--- src/rtl/div_seq.sv ---
// Sequential restoring divider: one quotient bit per clock, start/done handshake.
// Divide-by-zero completes immediately with q = all ones, r = x and dbz set.
module div_seq #(
   parameter int bw = 8
) (
   input  logic          clk,
   input  logic          rst_n,
   input  logic          start,
   input  logic [bw-1:0] x,
   input  logic [bw-1:0] y,
   output logic          busy,
   output logic          done,
   output logic [bw-1:0] q,
   output logic [bw-1:0] r,
   output logic          dbz
);

   localparam logic [1:0] IDLE = 2'd0;
   localparam logic [1:0] RUN  = 2'd1;
   localparam logic [1:0] DONE = 2'd2;

   localparam int            CW   = (bw > 1) ? $clog2(bw) : 1;
   localparam logic [CW-1:0] LAST = CW'(bw - 1);

   logic [1:0]    state_q, state_d;
   logic [CW-1:0] cnt_q,   cnt_d;
   logic [bw-1:0] dvd_q,   dvd_d;
   logic [bw-1:0] dvs_q,   dvs_d;
   logic [bw:0]   rem_q,   rem_d;
   logic [bw-1:0] q_q,     q_d;
   logic [bw-1:0] r_q,     r_d;
   logic          dbz_q,   dbz_d;

   logic [bw:0]   t;
   logic          qbit;

   always_comb begin
      // NOTE: every signal gets a default first so no path leaves it unassigned (no latch).
      state_d = state_q;
      cnt_d   = cnt_q;
      dvd_d   = dvd_q;
      dvs_d   = dvs_q;
      rem_d   = rem_q;
      q_d     = q_q;
      r_d     = r_q;
      dbz_d   = dbz_q;

      t    = {rem_q[bw-1:0], dvd_q[bw-1]};
      qbit = (t >= {1'b0, dvs_q});

      case (state_q)
         IDLE: begin
            if (start) begin
               if (y != '0) begin
                  state_d = RUN;
                  dvd_d   = x;
                  dvs_d   = y;
                  rem_d   = '0;
                  cnt_d   = '0;
               end else begin
                  state_d = DONE;
                  q_d     = '1;
                  r_d     = x;
                  dbz_d   = 1'b1;
               end
            end
         end
         RUN: begin
            // Dividend bits shift out the top while quotient bits fill in from the bottom.
            rem_d = qbit ? (t - {1'b0, dvs_q}) : t;
            dvd_d = {dvd_q[bw-2:0], qbit};
            cnt_d = cnt_q + CW'(1);
            if (cnt_q == LAST) begin
               state_d = DONE;
               q_d     = dvd_d;
               r_d     = rem_d[bw-1:0];
               dbz_d   = 1'b0;
            end
         end
         DONE:    state_d = IDLE;
         default: state_d = IDLE;
      endcase
   end

   // NOTE: sequential state uses non-blocking assignments so all flops update together.
   always_ff @(posedge clk or negedge rst_n) begin
      if (!rst_n) begin
         state_q <= IDLE;
         cnt_q   <= '0;
         dvd_q   <= '0;
         dvs_q   <= '0;
         rem_q   <= '0;
         q_q     <= '0;
         r_q     <= '0;
         dbz_q   <= 1'b0;
      end else begin
         state_q <= state_d;
         cnt_q   <= cnt_d;
         dvd_q   <= dvd_d;
         dvs_q   <= dvs_d;
         rem_q   <= rem_d;
         q_q     <= q_d;
         r_q     <= r_d;
         dbz_q   <= dbz_d;
      end
   end

   assign busy = (state_q == RUN);
   assign done = (state_q == DONE);
   assign q    = q_q;
   assign r    = r_q;
   assign dbz  = dbz_q;

endmodule
--- config.mk ---
export PLATFORM = sky130hd
export DESIGN_NAME = div_seq
export DESIGN_NICKNAME = d
export VERILOG_FILES = /design/src/rtl/div_seq.sv
export SDC_FILE = /design/constraint.sdc
export NUM_CORES = 1
export LEC_CHECK = 0
export CAP_MARGIN = 20
export CELL_PAD_IN_SITES_DETAIL_PLACEMENT = 1
export CELL_PAD_IN_SITES_GLOBAL_PLACEMENT = 1
export CORE_UTILIZATION = 33
export CTS_BUF_LIST = sky130_fd_sc_hd__clkbuf_16
export DETAILED_ROUTE_END_ITERATION = 12
export PLACE_DENSITY_LB_ADDON = 0.15
export SETUP_SLACK_MARGIN = 0.4
export SLEW_MARGIN = 20
export SYNTH_ARGS = -nofsm -noshare
export SYNTH_HDL_FRONTEND = slang
export SYNTH_SLANG_ARGS = --single-unit
--- constraint.sdc ---
create_clock -name clk -period 3.09 [get_ports clk]
set_clock_uncertainty 0.1 [all_clocks]
set_input_delay 0.618 -clock clk [delete_from_list [all_inputs] [get_ports clk]]
set_output_delay 0.618 -clock clk [all_outputs]
set_load 0.02 [all_outputs]
## Yosys cells after proc, flatten, opt, wreduce, memory -nomap -nowiden

Index checks and enable logic that the tools add are counted.

| operators by class | value |
|---|---|
| add/subtract/negate cells | 2 |
| magnitude comparators | 1 |
| eq/ne operators | 7 |
| multiplexer cells | 26 |
| reductions and logical operators | 7 |

Operators with widths:

| operator | count |
|---|---|
| $mux W8 | 11 |
| $pmux W8 S2 | 4 |
| $ge A9 B8 Y1 | 1 |
| $reduce_bool A8 Y1 | 1 |
| $sub A8 B8 Y8 | 1 |
| $mux W2 | 3 |
| $mux W3 | 2 |
| $ne A2 B2 Y1 const B | 3 |
| $pmux W3 S2 | 1 |
| $reduce_and A3 Y1 | 2 |
| $pmux W2 S2 | 1 |
| $reduce_and A4 Y1 | 1 |
| $add A3 B1 Y3 const B | 1 |
| $eq A3 B3 Y1 const B | 1 |
| $mux W1 | 3 |
| $eq A2 B1 Y1 const B | 1 |
| $eq A2 B2 Y1 const B | 1 |
| $logic_not A2 Y1 | 1 |
| $ne A2 B1 Y1 const B | 1 |
| $pmux W1 S2 | 1 |
| $reduce_and A2 Y1 | 1 |
| $reduce_bool A2 Y1 | 1 |

| word-level totals | value |
|---|---|
| register bits after elaboration | 46 |
| input port bits | 19 |
| output and inout port bits | 19 |
| logic and storage cells | 51 |

## Depth between registers and ports, before layout

| logic depth | value |
|---|---|
| depth after elaboration | 4 |
| gate-level depth with buffers | 9 |
| mapped depth without buffers | 9 |

## Worst setup path after synthesis

No wires, ideal clock.

| timing path | value |
|---|---|
| path type | reg-to-reg |
| start point | register rem_q[2] |
| end point | register r_q[1] (netlist: r[1]) |
| setup time | 0.104 ns |
| arrival time | 2.036 ns |
| data required time | 2.886 ns |
| slack | 0.851 ns |
| stages on the path, launching flop included | 9 |
| buffers on the path | 1 |
| clock period less this slack | 2.239 ns |
| cells stage by stage | dfrtp_1 > ha_1 > a21o_1 > a21oi_1 > o2111ai_1 > nand2_1 > buf_4 > mux2_2 > a221oi_1 |

| on the way | value |
|---|---|
| cells in the longest elaborated chain, start to end | 4 |

RTL lines:

| element | RTL line | RTL |
|---|---|---|
| from (decl) | 29 | `logic [bw:0] rem_q, rem_d;` |
| from (signal assigned) | 101 | `rem_q <= rem_d;` |
| $ge A9 B8 Y1 | 49 | `qbit = (t >= {1'b0, dvs_q});` |
| $mux W8 | 70 | `rem_d = qbit ? (t - {1'b0, dvs_q}) : t;` |
| $mux W8 | 73 | `if (cnt_q == LAST) begin` |
| $pmux W8 S2 | 51 | `case (state_q)` |
| to (signal assigned) | 103 | `r_q <= r_d;` |
| to (decl) | 31 | `logic [bw-1:0] r_q, r_d;` |

No other way between the ends. The select of a mux whose other input is x is not followed.
A chain may end at the register's enable or synchronous reset.

## Final worst setup path

| timing path | value |
|---|---|
| start point | register rem_q[2] |
| end point | register rem_q[0] |

| on the way | value |
|---|---|
| cells in the longest elaborated chain, start to end | 3 |

RTL lines:

| element | RTL line |
|---|---|
| $ge A9 B8 Y1 | 49 |
| $mux W8 | 70 |
| $pmux W8 S2 | 51 |

No other way between the ends.

==> results.ini <==
[sta]
min_period_ps = 2560
tns_ps = 0
post-route-period-util_pct = 83.0
worst_slew_margin_rel_pct = 44.7
hold_viol_final = 0
finalMaxSlewViolations = 0
tightest_slew_ps = 827
setup_viol = 0
max_freq_mhz = 390
grt_setup_unrepaired = no

[die]
chipHeight_um = 87.1
rows = 30
io_pins = 38
die_x_um = 87.1
dieArea_um2 = 7580
initial_utilization_pct = 34.6
core_area_um2 = 6910

[route]
first_iter_violations = 42
remaining_drc_errors = 0
via_count = 1911
drt-total-wl_um = 6010
post_drt_wl_per_cell_um = 15.4
avgViaCountPerCell = 4.89
first_pass_iters = 4
antenna_left = 0

[layout]
multiInputGateArea_um2 = 1110
finalNonFillerCells = 391
n_fill_cell = 843
layout_commonest_cell = dfrtp_1
area_delta_synth_final_pct = 25.2
antenna_cells = 0
layout_common_cells = dfrtp_1 (46), clkdlybuf4s50_1 (36), nor2_1 (35)
fin_nets = 324
seq_area_um2 = 1150
drive_above_1_share_pct = 8.14
fin_area_um2 = 2990

[logic_synthesis]
netlist-cell-type-count = 45
ys.flop_type = dfrtp_1
synth_seq_area_share_pct = 48.2
synth_fp_nets = 284
synthCells = 254
ys_ff_latch = 46
synth.avg_cell_area_um2 = 9.40
ys_async_sr_fraction_pct = 100
yosysWarnings = 0
synth_area_um2 = 2390
synth_edf_count = 0

[worst_setup_path]
r2r-start = rem_q[2]
rr_endpoint = rem_q[0]
path_delay_family = compound AO/OA/AOI/OAI gates
crit_buf_inv = 1
crit_path_end = rem_q[0]
crit_path_start = rem_q[2]
crit_fanout = 6
startpoint_type = flip-flop
worstPathArrival_ps = 2670
required_ps = 3190
cp_cell_sequence = ha_1, a21o_1, a21oi_1, o2111ai_1, nand2_1, buf_4, mux2_2, o22ai_1
regToRegSetupSlack_ps = 530
slowest_stage = dfrtp_1
worstRegToRegCells = 8
worstSetupEndpointType = flip-flop
crit_cells = 8
slowest_delay_ps = 420
crit_type = flip-flop to flip-flop

[placement]
place_area_um2 = 2850
gp_routability_congestion = 0.781
hpwl_um = 4580
dp.cells = 383
numPortBuffers = 37

[clocking]
cts_tree = done
clock-root-buffer = clkbuf_16
cts.htree.levels = 2
post_cts_buffers = 0
clock_sinks = 46
cts-resized-gates = 0
postCtsHoldBufs = 0
clkLatencyLatePin_ps = 280
cts_max_path_buffers = 2
path_clk_slew_ps = 60
numCtsBuffers = 5

[power_and_ir_drop]
ir_drop_mv = 0.404
power_density_nw_per_um2 = 1260
leakage_nw = 1.29

[outcome]
outcome = completed

[grt]
antenna_found_initial = 0
grt_max_degree = 25
grt_pass1_vias = 2011
grt_pass1_wl_um = 10100
grt_use_total_pct = 17.6
gr-total-overflow = 0

[job]
maxCapViolations = 0

[hold_path]
worst_hold_path_type = primary input to async pin

==> layout make-up <==
class | instances | share of cell area, %
timing repair buffer | 43 | 13.7
clock inverter | 3 | 0.544
multi-input combinational | 183 | 37.2
tap | 96 | 4.02
sequential | 46 | 38.5
clock buffer | 5 | 4.18
inverter | 15 | 1.88
==> per-stage QoR <==
step                utilization [%]  total power, W  hold WS (ps)  setup slack, ps
finish                         43.3         0.00377           213              526
global route                   43.3         0.00409           256              408
CTS                            43.3         0.00382           234              517
detailed placement             41.3         0.00328           372              225
global placement               41.3         0.00324           372              274
floorplan                         -         0.00259           222              851
==> flip-flops by register name, summed over array words and instances, names as in the netlist <==
register / count
dvd_q: 8
dvs_q: 8
q: 8
r: 8
rem_q: 8
cnt_q: 3
state_q: 2
dbz: 1
==> cell families after synthesis <==
| group | share of synthesized area (%) |
|---|---|
| simple gates | 17.5 |
| compound gates | 17.7 |
| flops | 48.2 |
| buf+inv | 5.24 |
| fa+ha+maj | 6.08 |
| mux | 4.14 |
| xor+xnor | 1.10 |
==> worst reg2reg max path, delay by kind of cell, from the launching register on <==
| kind | cells | cell delay (ps) |
|---|---|---|
| adder cells (fa/ha/maj) | 1 | 360 |
| AND/OR/NAND/NOR | 1 | 280 |
| AO/OA/AOI/OAI | 4 | 740 |
| flip-flops | 1 | 420 |
| buffers and inverters | 1 | 220 |
| multiplexers | 1 | 350 |
==> layer usage <==
layer / up-vias / share of wire (%) / track usage, %
li1: 963 / - / -
met1: 913 / 52 / 25.3
met2: 31 / 45 / 27.3
met3: 4 / 3.2 / 3.70
met4: 0 / 0.55 / 3.64
met5: - / 0 / 0
==> synthesized netlist by cell type, drive strengths merged (3+ instances only) <==
library cell / number / area share, %
nand3: 4 / 0.84
a21oi: 13 / 2.9
nor2: 36 / 5.8
dfrtp: 46 / 48
inv: 15 / 2.4
mux2i: 5 / 2.1
o21ai: 20 / 4.2
a31oi: 11 / 2.9
buf: 6 / 2.3
mux2: 4 / 2.0
clkbuf: 4 / 0.63
or4: 3 / 1.1
ha: 10 / 5.2
nand2: 35 / 5.6
nor2b: 4 / 1.0
a221oi: 3 / 1.1
o22ai: 3 / 0.79
nand2b: 3 / 0.79
o21a: 3 / 0.94
==> report_power, final <==
| group | internal (W) | switching (W) | total (W) |
|---|---|---|---|
| registers | 0.000901 | 0.000196 | 0.00110 |
| logic | 0.000948 | 0.00121 | 0.00216 |
| clock network | 0.000295 | 0.000220 | 0.000515 |
| total | 0.00214 | 0.00162 | 0.00377 |
==> worst min-delay path by stage <==
stage               startpoint  endpoint  cells past startpoint
finish                   rst_n  dvs_q[7]                      1
global route             rst_n  dvs_q[7]                      1
CTS                      rst_n  dvs_q[7]                      1
detailed placement    cnt_q[0]  cnt_q[0]                      1
global placement      cnt_q[0]  cnt_q[0]                      1
floorplan                rst_n  cnt_q[0]                      0
Power figures use the tool's default switching activity.
==> RTL edit, RTL diff (same flow settings) <==
Register the outputs `busy` and `done`, cleared by the reset; this adds one clock of latency there. The other outputs are not delayed to match.
--- a/src/rtl/div_seq.sv
+++ b/src/rtl/div_seq.sv
@@ -106,6 +106,13 @@
    end
 
-   assign busy = (state_q == RUN);
-   assign done = (state_q == DONE);
+   always_ff @(posedge clk or negedge rst_n) begin
+      if (!rst_n) begin
+         busy <= '0;
+         done <= '0;
+      end else begin
+         busy <= (state_q == RUN);
+         done <= (state_q == DONE);
+      end
+   end
    assign q    = q_q;
    assign r    = r_q;
Function: changed (Yosys sat finds a counterexample within 4 cycles, from zero or initial values and one cycle with rst_n low).
==> RTL edit against the original RTL <==
- design area increased by 2.8%
- wire length increased by 3.0%
- synthesized cell count increased by 0.79%
- synthesized area increased by 2.1%
- power increased by 3.9%
- setup slack improved by 120 ps
- sequential share of layout area increased by 0.59 points
- sequential cell count increased by 2
==> RTL edit: results (changes against the original RTL) <==
[run_status]
status = complete, no violations

[placement]
pre_cts_ws_ps = 342.6  ; +117.9 ps
gp_congestion = 0.8279  ; +6.0%
dpl.hpwl_um = 4639  ; +1.4%
port_buffers = 37  ; unchanged
placed_area_um2 = 2908  ; +2.0%

[yosys]
ys_top_cells_by_area = dfrtp_1 49%, nor2_1 5.4%, nand2_1 5.2%, ha_1 5.1%, o21ai_0 4.1%
syn-num-nets = 286  ; +0.70%
synth.distinct_cells = 45  ; unchanged
postSynthAreaPerCell_um2 = 9.526  ; +1.3%
synth-seq-area-share_pct = 49.26  ; +1.1 points
synth_common_cells = 48 x dfrtp_1, 35 x nor2_1, 34 x nand2_1, 20 x o21ai_0, 15 x inv_1

[drt]
drtIter0Drc = 96  ; +130%
wire_per_inst_um = 15.71  ; +2.2%
drt_wl_total_um = 6190  ; +3.0%
vias = 2001  ; +4.7%

[clock_tree]
clk_pin_slew_ps = 60  ; about the same
cts_resized = 0  ; unchanged
cts_root_buf = clkbuf_16

[final_layout]
syn2layout_area_growth_pct = 26.06
diodes = 0  ; unchanged
fillers = 828  ; -1.8%
final_layout_size_suffix_gt1_share_pct = 8.725  ; +0.59 points
final_nets = 327  ; +0.93%

[sta]
slew_headroom_pct = 44.67  ; about the same

[pwr]
p_leak_nw = 1.335  ; +3.7%
irDropWorstVdd_uv = 417.9  ; +3.3%
powerDensity_nw_per_um2 = 1272  ; +1.1%

[grt]
track_usage_pct = 17.67  ; +0.089 points
grt_pass1_wl_um = 10290  ; +2.1%
grt_max_degree = 29  ; +16%
antenna_found_initial = 0  ; unchanged

[worst_setup_path]
crit_arrival_ps = 2550  ; -120 ps
path_max_fanout = 7  ; +1

[hold_path]
worstHoldPathType = input port to asynchronous set/reset pin

-- RTL edit: where the power goes --
group,switching (mW),internal [mW]
Combinational,1.22,0.950
Clock,0.224,0.377
Sequential,0.202,0.934
Total,1.65,2.26
-- RTL edit: worst paths after layout --
kind                                 startpoint                    to  slack (ps)  cells past startpoint
setup / recovery           rem_q[3]$_DFFE_PN0P_      r[2]$_DFFE_PN0P_         650                      7
hold / removal                            rst_n  dvs_q[5]$_DFFE_PN0P_         270                      1
setup reg to reg           rem_q[3]$_DFFE_PN0P_      r[2]$_DFFE_PN0P_         650                      7
hold reg to reg            cnt_q[0]$_DFFE_PN0P_  cnt_q[0]$_DFFE_PN0P_         400                      1
max in group asynchronous                 rst_n      q[5]$_DFFE_PN0P_        2000                      2
min in group clk           cnt_q[0]$_DFFE_PN0P_  cnt_q[0]$_DFFE_PN0P_         400                      1
-- RTL edit: layout make-up --
class	count	share of cell area, %
multi-input combinational	183	36.26
timing repair buffer	44	13.59
tap	96	3.907
clock inverter	3	1.262
inverter	15	1.832
clock buffer	5	4.070
sequential	48	39.07
-- RTL edit: logic make-up after synthesis --
kind of cell	Yosys count	share of synthesized area, %
buffers and inverters	25	5.130
xor gates and xnor gates	3	1.078
adders and majority gates	11	5.952
DFF	48	49.26
AOI/OAI and AO/OA	67	17.34
muxes	9	4.053
and+or+nand+nor	93	17.19
-- RTL edit: worst max-delay path, cell delays in order (launching register included) --
cell	delay, ps
dfrtp_1	410
ha_1	360
nand3_1	130
o2111ai_1	250
nand2_2	200
buf_4	210
or4_1	530
a31oi_1	170
-- RTL edit: layer usage --
metal  up-vias  track usage [%]  part of all wire (%)
li1        968                -                     -
met1       983            25.49                    52
met2        41            26.71                    43
met3         9            2.828                   2.7
met4         0            6.408                   2.0
met5         -                0                     0
